`config.mk`:
```
export PLATFORM = sky130hd
export DESIGN_NAME = eprom_read_sequencer
export DESIGN_NICKNAME = d
export VERILOG_FILES = /design/src/rtl/eprom_read_sequencer_pkg.sv /design/src/rtl/mem_wait_counter.sv /design/src/rtl/eprom_read_sequencer.sv
export SDC_FILE = /design/constraint.sdc
export NUM_CORES = 1
export LEC_CHECK = 0
export ABC_CLOCK_PERIOD_IN_PS = 1700
export BUFFER_PORTS_ARGS = -buffer_cell sky130_fd_sc_hd__buf_2
export CORE_AREA = 2 2 82 84
export CTS_CLUSTER_SIZE = 16
export DETAILED_ROUTE_END_ITERATION = 10
export DIE_AREA = 0 0 84 86
export GPL_ROUTABILITY_DRIVEN = 0
export HOLD_SLACK_MARGIN = 0.02
export PLACE_DENSITY_LB_ADDON = 0.05
export SLEW_MARGIN = 25
export SYNTH_ARGS = -nofsm -noshare
export SYNTH_HDL_FRONTEND = slang
export SYNTH_SLANG_ARGS = --single-unit
```
`constraint.sdc`:
```
create_clock -name clk -period 1.7 [get_ports clk]
set_input_delay 0.17 -clock clk [delete_from_list [all_inputs] [get_ports clk]]
set_output_delay 0.17 -clock clk [all_outputs]
set_load 0.03 [all_outputs]
```
`src/rtl/eprom_read_sequencer_pkg.sv`:
```
// eprom_read_sequencer_pkg: state encodings, counter width and EPROM timing helpers
package eprom_read_sequencer_pkg;
  localparam logic [1:0] S_IDLE = 2'd0;
  localparam logic [1:0] S_ACCESS = 2'd1;
  localparam logic [1:0] S_RECOVER = 2'd2;
  localparam int CNT_W = 8;
  localparam int T_CLK_NS = 40;
  localparam int T_ACC_NS = 250;
  localparam int T_OE_NS = 100;
  localparam int T_DF_NS = 60;
  function automatic int ns_to_cycles(input int ns, input int period_ns);
    return (ns + period_ns - 1) / period_ns;
  endfunction
endpackage

```
`src/rtl/mem_wait_counter.sv`:
```
// mem_wait_counter: loadable down-counter that parks at zero and flags it
module mem_wait_counter #(
  parameter int W = 8
) (
  input  logic         clk,
  input  logic         rst,
  input  logic         load,
  input  logic [W-1:0] val,
  output logic [W-1:0] cnt,
  output logic         zero
);
  assign zero = cnt == '0;
  // load wins over counting; counting stops once zero is reached
  always_ff @(posedge clk)
    if (rst) cnt <= '0;
    else if (load) cnt <= val;
    else if (!zero) cnt <= cnt - 1'b1;
endmodule

```
`src/rtl/eprom_read_sequencer.sv`:
```
// eprom_read_sequencer: req/valid to 27512 EPROM strobe sequencer with a last-address cache
module eprom_read_sequencer
  import eprom_read_sequencer_pkg::*;
#(
  parameter int ADDR_WIDTH = 16,
  parameter int DATA_WIDTH = 8,
  parameter int ACCESS_CYCLES = ns_to_cycles(T_ACC_NS, T_CLK_NS),
  parameter int OE_CYCLES = ns_to_cycles(T_OE_NS, T_CLK_NS),
  parameter int RECOVER_CYCLES = ns_to_cycles(T_DF_NS, T_CLK_NS),
  parameter int HIT_ENABLE = 1
) (
  input  logic                  clk,
  input  logic                  rst,
  input  logic                  req,
  input  logic [ADDR_WIDTH-1:0] addr,
  input  logic                  invalidate,
  output logic                  busy,
  output logic                  dvalid,
  output logic [DATA_WIDTH-1:0] dout,
  output logic [ADDR_WIDTH-1:0] rom_a,
  output logic                  rom_e,
  output logic                  rom_g,
  input  logic [DATA_WIDTH-1:0] rom_q
);
  if (!(ACCESS_CYCLES >= 1 && OE_CYCLES >= 1 && OE_CYCLES <= ACCESS_CYCLES && RECOVER_CYCLES >= 0)) begin : g_bad_timing
    $error("eprom_read_sequencer: illegal cycle parameters");
  end
  logic [1:0] state;
  logic valid;
  logic [ADDR_WIDTH-1:0] cache_a;
  logic [DATA_WIDTH-1:0] cache_d;
  logic [CNT_W-1:0] cnt, load_val;
  logic zero, hit, load;
  assign hit = HIT_ENABLE != 0 && valid && addr == cache_a && !invalidate;
  assign rom_g = !(state == S_ACCESS && cnt < CNT_W'(OE_CYCLES));
  // counter is loaded on a miss start and again when the access window closes
  always_comb begin
    load = (state == S_IDLE && req && !hit) || (state == S_ACCESS && zero && RECOVER_CYCLES > 0);
    load_val = state == S_IDLE ? CNT_W'(ACCESS_CYCLES - 1) : CNT_W'(RECOVER_CYCLES - 1);
  end
  mem_wait_counter #(.W(CNT_W)) u_wait (
    .clk (clk),
    .rst (rst),
    .load(load),
    .val (load_val),
    .cnt (cnt),
    .zero(zero)
  );
  // sequencer: hit service, miss launch, data capture and recovery
  always_ff @(posedge clk)
    if (rst) begin
      state <= S_IDLE;
      busy <= 1'b0;
      dvalid <= 1'b0;
      dout <= '0;
      rom_a <= '0;
      rom_e <= 1'b1;
      valid <= 1'b0;
      cache_a <= '0;
      cache_d <= '0;
    end else begin
      dvalid <= 1'b0;
      if (invalidate) valid <= 1'b0;
      if (state == S_IDLE) begin
        if (req && hit) begin
          dout <= cache_d;
          dvalid <= 1'b1;
        end else if (req) begin
          rom_a <= addr;
          rom_e <= 1'b0;
          busy <= 1'b1;
          state <= S_ACCESS;
        end
      end else if (state == S_ACCESS) begin
        if (zero) begin
          dout <= rom_q;
          dvalid <= 1'b1;
          cache_a <= rom_a;
          cache_d <= rom_q;
          valid <= !invalidate;
          rom_e <= 1'b1;
          busy <= RECOVER_CYCLES > 0;
          state <= RECOVER_CYCLES > 0 ? S_RECOVER : S_IDLE;
        end
      end else if (zero) begin
        busy <= 1'b0;
        state <= S_IDLE;
      end
    end
endmodule

```
Yosys cells after proc, flatten, opt, wreduce, memory -nomap -nowiden. Index checks and enable logic that the tools add are counted. W data, S select, Z words.

Register bits after elaboration: 62. Bits of input ports: 28. Output and inout port bits: 28. Logic and storage cells: 71.

$add $sub $neg: 1. $lt $le $gt $ge: 1. Equal/unequal tests: 6. Mux-type cells: 31. Bitwise gates (word level): 2. Reduce and logical (&&, ||, !) cells: 20.

Operators with widths (number): $mux W8 (6); $mux W1 (18); $eq A16 B16 Y1 (1); $mux W2 (6); $reduce_and A3 Y1 (4); $logic_not A8 Y1 (1); $lt A8 B2 Y1 const B (1); $sub A8 B1 Y8 const B (1); $logic_and A1 B1 Y1 (7); $ne A2 B1 Y1 const B (2); $ne A2 B2 Y1 const B (2); $reduce_and A4 Y1 (1); $reduce_bool A2 Y1 (2); $logic_not A1 Y1 (3); $mux W3 (1); $eq A2 B1 Y1 const B (1); $logic_not A2 Y1 (1); $not A1 Y1 (2); $logic_or A1 B1 Y1 (1).

Logic depth before layout (Yosys ltp). Gate-level depths: netlist of the first run.

Word-level depth: 7. Mapped depth: 9. Gate-level depth less buffers: 6.

Hierarchy. From an unflattened synthesis of the first run, not the netlist that was laid out.

Cells, all modules: 379. Area, all modules: 3159.3 µm².

By module, submodules not included: eprom_read_sequencer (times used 1, cells an instance 322, area each 2680.1 µm², seq. area each 1081.0 µm²); mem_wait_counter (times used 1, cells an instance 57, area each 479.2 µm², seq. area each 160.2 µm²).

Least setup slack after synthesis of the first run. OpenSTA, ideal clock, no wires.

Path type: register -> register. From: register u_wait.cnt[4]. To: register dout[0]. Setup time: 0.123 ns. Arrival: 1.572 ns. Required time: 1.577 ns. Slack: 0.005 ns. Stages on the path, launching flop included: 7. Buffers on the path: 1. Clock period less this slack: 1.695 ns. Cell sequence: dfxtp_1 nor4_4 nand3_2 nor2_2 a31o_2 buf_6 mux2_1.

Cells in the longest elaborated chain, start to end: 3.

RTL lines: start: declaration (RTL line mem_wait_counter.sv:9) `output logic [W-1:0] cnt,`; start signal: assignment (RTL line mem_wait_counter.sv:16) `else if (load) cnt <= val;`; start signal: assignment (RTL line mem_wait_counter.sv:17) `else if (!zero) cnt <= cnt - 1'b1;`; $logic_not A8 Y1 (RTL line mem_wait_counter.sv:12) `assign zero = cnt == '0;`; $reduce_bool A2 Y1 (no source line); $reduce_and A3 Y1 (no source line); end signal: assignment (RTL line eprom_read_sequencer.sv:66) `dout <= cache_d;`; end signal: assignment (RTL line eprom_read_sequencer.sv:76) `dout <= rom_q;`; end: declaration (RTL line eprom_read_sequencer.sv:19) `output logic [DATA_WIDTH-1:0] dout,`.

Every way passes these cells. A chain may end at the register's enable or synchronous reset.

Worst setup path in the final report of the first run.
From: register cache_a[10]. To: register dout[6].

Cells in the longest elaborated chain, start to end: 6.

RTL lines: start: declaration (RTL line eprom_read_sequencer.sv:30) `logic [ADDR_WIDTH-1:0] cache_a;`; start signal: assignment (RTL line eprom_read_sequencer.sv:78) `cache_a <= rom_a;`; $eq A16 B16 Y1 (RTL line eprom_read_sequencer.sv:34) `assign hit = HIT_ENABLE != 0 && valid && addr == cache_a && !invalidate;`; $logic_and A1 B1 Y1 (2 in series) (RTL line eprom_read_sequencer.sv:34); $logic_and A1 B1 Y1 (RTL line eprom_read_sequencer.sv:65) `if (req && hit) begin`; $ne A2 B1 Y1 (no source line); $reduce_and A3 Y1 (no source line).

Every way passes these cells.

==> flow_metrics.py, run 1 <==
metrics = {
    "timing": {
        "final.setup.tns_ns": 0,
        "skew_ns": 0.007241,
        "setup-violations-final": 0,
        "rsz0062_at_grt": "yes",
        "min_period_ns": 1.621,
        "fin_crit_sh_pct": 95.35,
        "max_freq_mhz": 616.9,
        "tightest_slew_ns": 0.3397,
        "slew_viol_final": 0,
        "worst_hold_slack_ns": 0.06828,
        "hold_viol_final": 0,
        "max_slew_margin_pct": 77.35,
    },
    "yosys": {
        "synth_ff_type": "dfxtp_1",
        "syn_nets": 401,
        "synth_edf_count": 0,
        "ys_seq_area_share_pct": 40.79,
        "yosysTopAreaCellShare_pct": 40.79,
        "synthTopCellsByCount": "dfxtp_1, nand2_1, a21oi_1",
        "yosys_warnings": 0,
        "syn_inst": 370,
        "synthArstFlopShare_pct": 0,
        "synthesis.area_um2": 3043,
        "synth_area_leaders": "dfxtp_1, nand2_1, a21oi_1, a32oi_1, xnor2_1",
        "ys_seq_elements": 62,
        "yosysMostFrequentCell": "dfxtp_1",
        "ys_types": 38,
        "synth_area_leader_cell": "dfxtp_1",
        "syn_area_per_cell_um2": 8.224,
    },
    "power_and_ir_drop": {
        "ir_drop_mv": 0.9026,
        "seq_power_share_pct": 35.8,
        "p_comb_share_pct": 43.4,
        "leakagePower_nw": 1.569,
        "p_int_mw": 3.333,
        "finalPower_mw": 5.575,
        "clockPowerShare_pct": 20.8,
        "switching_share_pct": 40.21,
        "cellPowerDensity_nw_per_um2": 1482,
        "switchingPower_mw": 2.242,
    },
    "placed_design": {
        "dp_hpwl_um": 5055,
        "place_area_um2": 3487,
        "io_buffers": 55,
    },
    "detailed_routing": {
        "route.detailed.wl_per_inst_um": 15.22,
        "drt_wl_total_um": 7885,
        "drcViolationCount": 0,
        "vias": 2867,
        "initialDrtViolationCount": 133,
        "drtPass1Iterations": 4,
        "vias_per_cell": 5.535,
        "antenna_left": 0,
    },
    "cts": {
        "clockBufferDepth": 2,
        "root_buffer": "clkbuf_8",
        "insertion_delay_ns": 0.34,
        "clock-sinks": 62,
        "cts_tree": "done",
        "cts_buffers": 9,
        "htreeDepth": 3,
        "clk_pin_slew_worst_paths_ns": 0.07,
    },
    "setup_path": {
        "startpoint_type": "register",
        "critPathMaxFanout": 9,
        "rrSetupSlack_ns": 0.08,
        "cp.arrival_ns": 1.85,
        "worstSetupPathType": "reg2reg",
        "cp.required_ns": 1.93,
        "end_kind": "register",
    },
    "floorplanning": {
        "die_h_um": 86,
        "core-area_um2": 6277,
        "ios": 56,
        "dieArea_um2": 7224,
        "num_rows": 29,
        "die_w_um": 84,
        "initial_core_util_pct": 48.48,
    },
    "outcome": {
        "outcome": "complete, no violations",
    },
    "global_routing": {
        "grt_remaining_overflow": 0,
        "grt_pass1_vias": 2580,
        "antenna_found_initial": 0,
        "grt_util_all_layers_pct": 21.76,
        "grt_max_degree": 50,
        "grt_pass1_wl_um": 12470,
    },
    "finish": {
        "nFillCells": 593,
        "stdcell_area_um2": 3761,
        "finalNetCount": 467,
        "layout-drive-gt1-share_pct": 25.85,
        "diodes": 0,
        "syn2layout_area_growth_pct": 23.60,
    },
    "job": {
        "drv_cap": 0,
    },
    "hold_path": {
        "worstHoldPathType": "in2reg",
    },
}
==> power by group through the flow <==
stage | combinational [mW] | clock [mW] | sequential [mW]
2_1_floorplan | 1.38 | 0 | 2.22
3_3_place_gp | 2.32 | 0 | 2.01
3_5_place_dp | 2.33 | 0 | 2.02
4_1_cts | 2.36 | 1.19 | 1.99
5_1_grt | 2.64 | 1.27 | 2.04
6_report | 2.42 | 1.16 | 1.99
==> worst max-delay path: stages, from the launching register on <==
cell     delay [ns]
dfxtp_1        0.32
xnor2_1        0.18
nand4_1        0.15
nor3_4         0.25
a31o_4         0.27
mux2_1         0.33
==> kinds of logic (layout without fill, tap and decap cells) <==
| logic type | count (synthesis) | in the layout | share of synthesized area [%] |
|---|---|---|---|
| muxes | 11 | 11 | 3.948 |
| adders and majority gates | 3 | 3 | 1.234 |
| xor gates and xnor gates | 17 | 17 | 4.893 |
| AOI/OAI and AO/OA | 75 | 75 | 14.97 |
| buffers and inverters | 33 | 104 | 5.140 |
| and+or+nand+nor | 169 | 169 | 29.03 |
| DFF | 62 | 62 | 40.79 |
==> metrics by stage <==
stage	utilization, %	setup WS [ns]	cells
2_1_floorplan	-	0.004812	370
3_3_place_gp	55.55	0.0004620	496
3_5_place_dp	55.55	-0.01891	496
4_1_cts	58.76	0.01975	513
5_1_grt	59.92	-0.03235	518
6_report	59.92	0.07909	518
==> repair_timing <==
item,CTS,global route
hold buffers,1,0
endpoints found under the hold margin,1,0
gates resized for setup,3,9
setup buffers,0,4
pin swaps,0,1
gates cloned,0,1
setup endpoints to repair,12,40
==> layout make-up <==
| cell class | instances | area (um^2) | share of cell area, % |
|---|---|---|---|
| inverter | 3 | 11.26 | 0.2994 |
| multi-input combinational | 275 | 1684 | 44.78 |
| timing repair buffer | 85 | 549.3 | 14.60 |
| sequential | 62 | 1245 | 33.10 |
| clock buffer | 10 | 137.6 | 3.659 |
| clock inverter | 6 | 37.54 | 0.9980 |
| tap | 77 | 96.34 | 2.562 |
==> layout by cell type (no fill, tap or decap), types with 10 or more instances in the layout <==
cell type	Yosys	final
dfxtp_1	62	59
a21oi_1	43	42
nand4_1	19	19
buf_2	5	56
nand2_1	61	61
nand2b_1	18	18
xnor2_1	16	15
nand3_1	20	20
buf_4	1	22
clkbuf_8	0	10
and3_1	17	17
a32oi_1	16	16
==> state kept, by name, indices dropped and copies added (netlist names) <==
register    flops
cache_a        16
rom_a          16
cache_d         8
dout            8
u_wait.cnt      8
state           2
busy            1
dvalid          1
rom_e           1
valid           1
==> per-layer routing <==
metal	GRT usage (%)	wire length, um	up-vias
met5	0	0	-
li1	-	-	1441
met4	9.677	131	0
met2	32.80	3504	95
met1	30.04	3768	1320
met3	4.716	481	11
==> worst paths after layout <==
kind,startpoint,to,cells past startpoint
min reg2reg,cache_d[2]$_SDFFE_PP0P_,cache_d[2]$_SDFFE_PP0P_,2
min,rom_q[1],cache_d[1]$_SDFFE_PP0P_,3
max,cache_a[10]$_SDFFE_PP0P_,dout[6]$_SDFFE_PP0P_,5
max reg2reg,cache_a[10]$_SDFFE_PP0P_,dout[6]$_SDFFE_PP0P_,5
No activity file was read; power rests on OpenSTA's default activity.
==> inputs of run 2 (changes only) <==
--- a/config.mk
+++ b/config.mk
@@ -7,14 +7,15 @@
 export LEC_CHECK = 0
 export ABC_CLOCK_PERIOD_IN_PS = 1700
 export BUFFER_PORTS_ARGS = -buffer_cell sky130_fd_sc_hd__buf_2
-export CORE_AREA = 2 2 82 84
+export CORE_AREA = 2 2 83 85
 export CTS_CLUSTER_SIZE = 16
 export DETAILED_ROUTE_END_ITERATION = 10
-export DIE_AREA = 0 0 84 86
+export DIE_AREA = 0 0 85 87
 export GPL_ROUTABILITY_DRIVEN = 0
 export HOLD_SLACK_MARGIN = 0.02
 export PLACE_DENSITY_LB_ADDON = 0.05
 export SLEW_MARGIN = 25
 export SYNTH_ARGS = -nofsm -noshare
 export SYNTH_HDL_FRONTEND = slang
+export SYNTH_HIERARCHICAL = 1
 export SYNTH_SLANG_ARGS = --single-unit
==> run 2 against run 1 <==
The run now ends with negative setup slack left. Sequential cell count unchanged. Clock power increased by 24%. Total power increased by 8.7%. Maximum frequency decreased by 22%. First-iteration DRC count increased by 20%. Worst setup slack got worse by 0.47 ns. Synthesized cell count increased by 2.4%. Global-route usage increased by 2.7 points. Final cell count increased by 7.9%. Area after synthesis increased by 3.8%. Clock skew increased by 0.0052 ns. Critical path type unchanged. Largest cell class unchanged. Highest routed layer unchanged.
==> flow_metrics.py, run 2 <==
metrics = {
    "global_routing": {
        "grt_remaining_overflow": 0,
        "gr-usage-met1_pct": 32.59,
        "grt_util_all_layers_pct": 24.46,
        "grt_max_degree": 34,
        "grt_pass1_wl_um": 14290,
        "antenna_found_initial": 0,
        "grt_pass1_vias": 2943,
        "use_met3_pct": 3.697,
        "met2_usage_pct": 39.99,
        "grt_most_used_layer": "met2",
    },
    "floorplanning": {
        "num_rows": 30,
        "die_h_um": 87,
        "initial_core_util_pct": 48.10,
        "dieArea_um2": 7395,
        "ios": 56,
        "core-area_um2": 6569,
        "die_w_um": 85,
    },
    "cts": {
        "clk_pin_slew_worst_paths_ns": 0.07,
        "clockBufferDepth": 2,
        "cts_buffers": 9,
        "clock-sinks": 62,
        "htreeDepth": 3,
        "cts_tree": "done",
        "insertion_delay_ns": 0.34,
        "root_buffer": "clkbuf_8",
    },
    "yosys": {
        "ys_types": 48,
        "ys_seq_area_share_pct": 39.29,
        "synthTopCellsByCount": "nand2_1, dfxtp_1, a21oi_1",
        "synthesis.area_um2": 3159,
        "syn_area_per_cell_um2": 8.336,
        "ys_seq_elements": 62,
        "yosysTopAreaCellShare_pct": 39.29,
        "synth_area_leader_cell": "dfxtp_1",
        "yosysMostFrequentCell": "nand2_1",
        "synth_ff_type": "dfxtp_1",
        "syn_inst": 379,
        "synth_area_leaders": "dfxtp_1, nand2_1, a21oi_1, xnor2_1, nor3b_1",
        "yosys_warnings": 6,
        "synthArstFlopShare_pct": 0,
        "synth_edf_count": 0,
    },
    "timing": {
        "max_freq_mhz": 478.9,
        "fin_crit_sh_pct": 122.8,
        "hold_viol_final": 0,
        "slew_viol_final": 0,
        "final.setup.tns_ns": -12.70,
        "skew_ns": 0.01245,
        "fin_ws_ns": -0.3881,
        "min_period_ns": 2.088,
        "worst_hold_slack_ns": 0.09176,
        "rsz0062_at_grt": "yes",
        "setup-violations-final": 46,
    },
    "setup_path": {
        "r2r_start": "u_wait/cnt[1]$_SDFFE_PP0P_",
        "end_kind": "register",
        "startpoint_type": "register",
        "cp.required_ns": 1.93,
        "worstSetupPathType": "reg2reg",
        "cp.arrival_ns": 2.32,
        "critPathMaxFanout": 4,
        "critPathLaunch": "u_wait/cnt[1]$_SDFFE_PP0P_",
    },
    "power_and_ir_drop": {
        "clockPowerShare_pct": 23.8,
        "p_comb_share_pct": 45.5,
        "cellPowerDensity_nw_per_um2": 1298,
        "p_int_mw": 3.870,
        "ir_drop_mv": 0.8052,
        "switchingPower_mw": 2.191,
        "finalPower_mw": 6.061,
        "leakagePower_nw": 1.817,
        "seq_power_share_pct": 30.7,
        "switching_share_pct": 36.15,
    },
    "placed_design": {
        "io_buffers": 55,
        "place_inst": 524,
        "dp_hpwl_um": 5291,
        "place_area_um2": 3747,
    },
    "finish": {
        "final_cells": 559,
        "finalNetCount": 503,
        "layout-drive-gt1-share_pct": 46.35,
        "diodes": 0,
        "layout_common_cells": "buf_2, dfxtp_1, nand2_1",
        "syn2layout_area_growth_pct": 47.80,
        "reg_top3": "cache_a x16, rom_a x16",
        "stdcell_area_um2": 4669,
        "mostFrequentLayoutCell": "buf_2",
    },
    "outcome": {
        "violations": "negative setup slack",
        "outcome": "complete, but fails checks",
    },
    "hold_path": {
        "worstHoldPathType": "in2reg",
        "min_from": "rom_q[4]",
    },
    "job": {
        "drv_cap": 0,
    },
    "detailed_routing": {
        "vias": 3142,
        "drt_wl_total_um": 9373,
        "drcViolationCount": 0,
        "antenna_left": 0,
        "route.detailed.wl_per_inst_um": 16.77,
        "vias_per_cell": 5.621,
        "initialDrtViolationCount": 159,
        "drtPass1Iterations": 4,
    },
}
## run 2: critical path, cell delays in order (launching register included)
cell      delay (ns)
dfxtp_2         0.32
inv_2           0.07
ha_4            0.12
or4b_4          0.49
nor2_4          0.14
nand3b_1        0.17
nand2_4         0.13
or2_4           0.16
nor3b_1         0.06
a221o_1         0.32
## run 2: path summary, 6_finish.rpt
check,to,depth (start not counted),slack (ns)
setup / recovery,u_wait/cnt[7]$_SDFFE_PP0P_,9,-0.39
hold / removal,cache_d[4]$_SDFFE_PP0P_,3,0.09
setup reg to reg,u_wait/cnt[7]$_SDFFE_PP0P_,9,-0.39
hold reg to reg,rom_e$_SDFFE_PP1P_,1,0.46
## run 2: cell type report
class                   count  area (um^2)
clock buffers              12        145.1
fillers                   512         1899
multi-input cells         285         2172
well taps                  80        100.1
inverters                   6        25.02
repair buffers            110        900.9
clock inverters             4        70.07
flip-flops and latches     62         1256
## run 2: cell families (layout without fill, tap and decap cells)
group	Yosys count	after routing	synth area share, %
flip-flops	62	62	39.29
XOR/XNOR	19	19	5.267
adder cells (fa/ha/maj)	1	1	0.3960
multiplexers	9	9	4.119
other	1	5	0.1187
buffers and inverters	36	132	5.544
AO/OA/AOI/OAI	69	69	14.50
AND/OR/NAND/NOR	182	182	30.77
## run 2: power by group through the flow
stage	Clock, mW	Combinational, mW	Sequential [mW]
floorplan	0	1.20	2.08
global placement	0	2.08	1.86
detailed placement	0	2.09	1.87
CTS	1.46	2.39	1.84
global route	1.53	2.93	1.90
finish	1.44	2.76	1.86
## run 2: layer usage
layer,part of all wire (%),vias up
met5,0,-
met1,45,1502
met3,4.6,15
met4,1.6,0
li1,-,1539
met2,49,86
## run 2: timing repair
action                     in CTS  in global routing
hold endpoints to repair        1                  0
hold buffers                    1                  0
setup endpoints to repair      44                 62
gates cloned                    5                  1
buffers inserted                6                  9
pin swaps                      15                 52
resized for setup              24                 97
## run 2: through the flow
| step | setup slack [ns] | utilization [%] |
|---|---|---|
| floorplan | -0.6077 | - |
| global placement | -0.2941 | 57.05 |
| detailed placement | -0.3782 | 57.05 |
| CTS | -0.3530 | 64.57 |
| global route | -0.4636 | 71.09 |
| finish | -0.3881 | 71.09 |
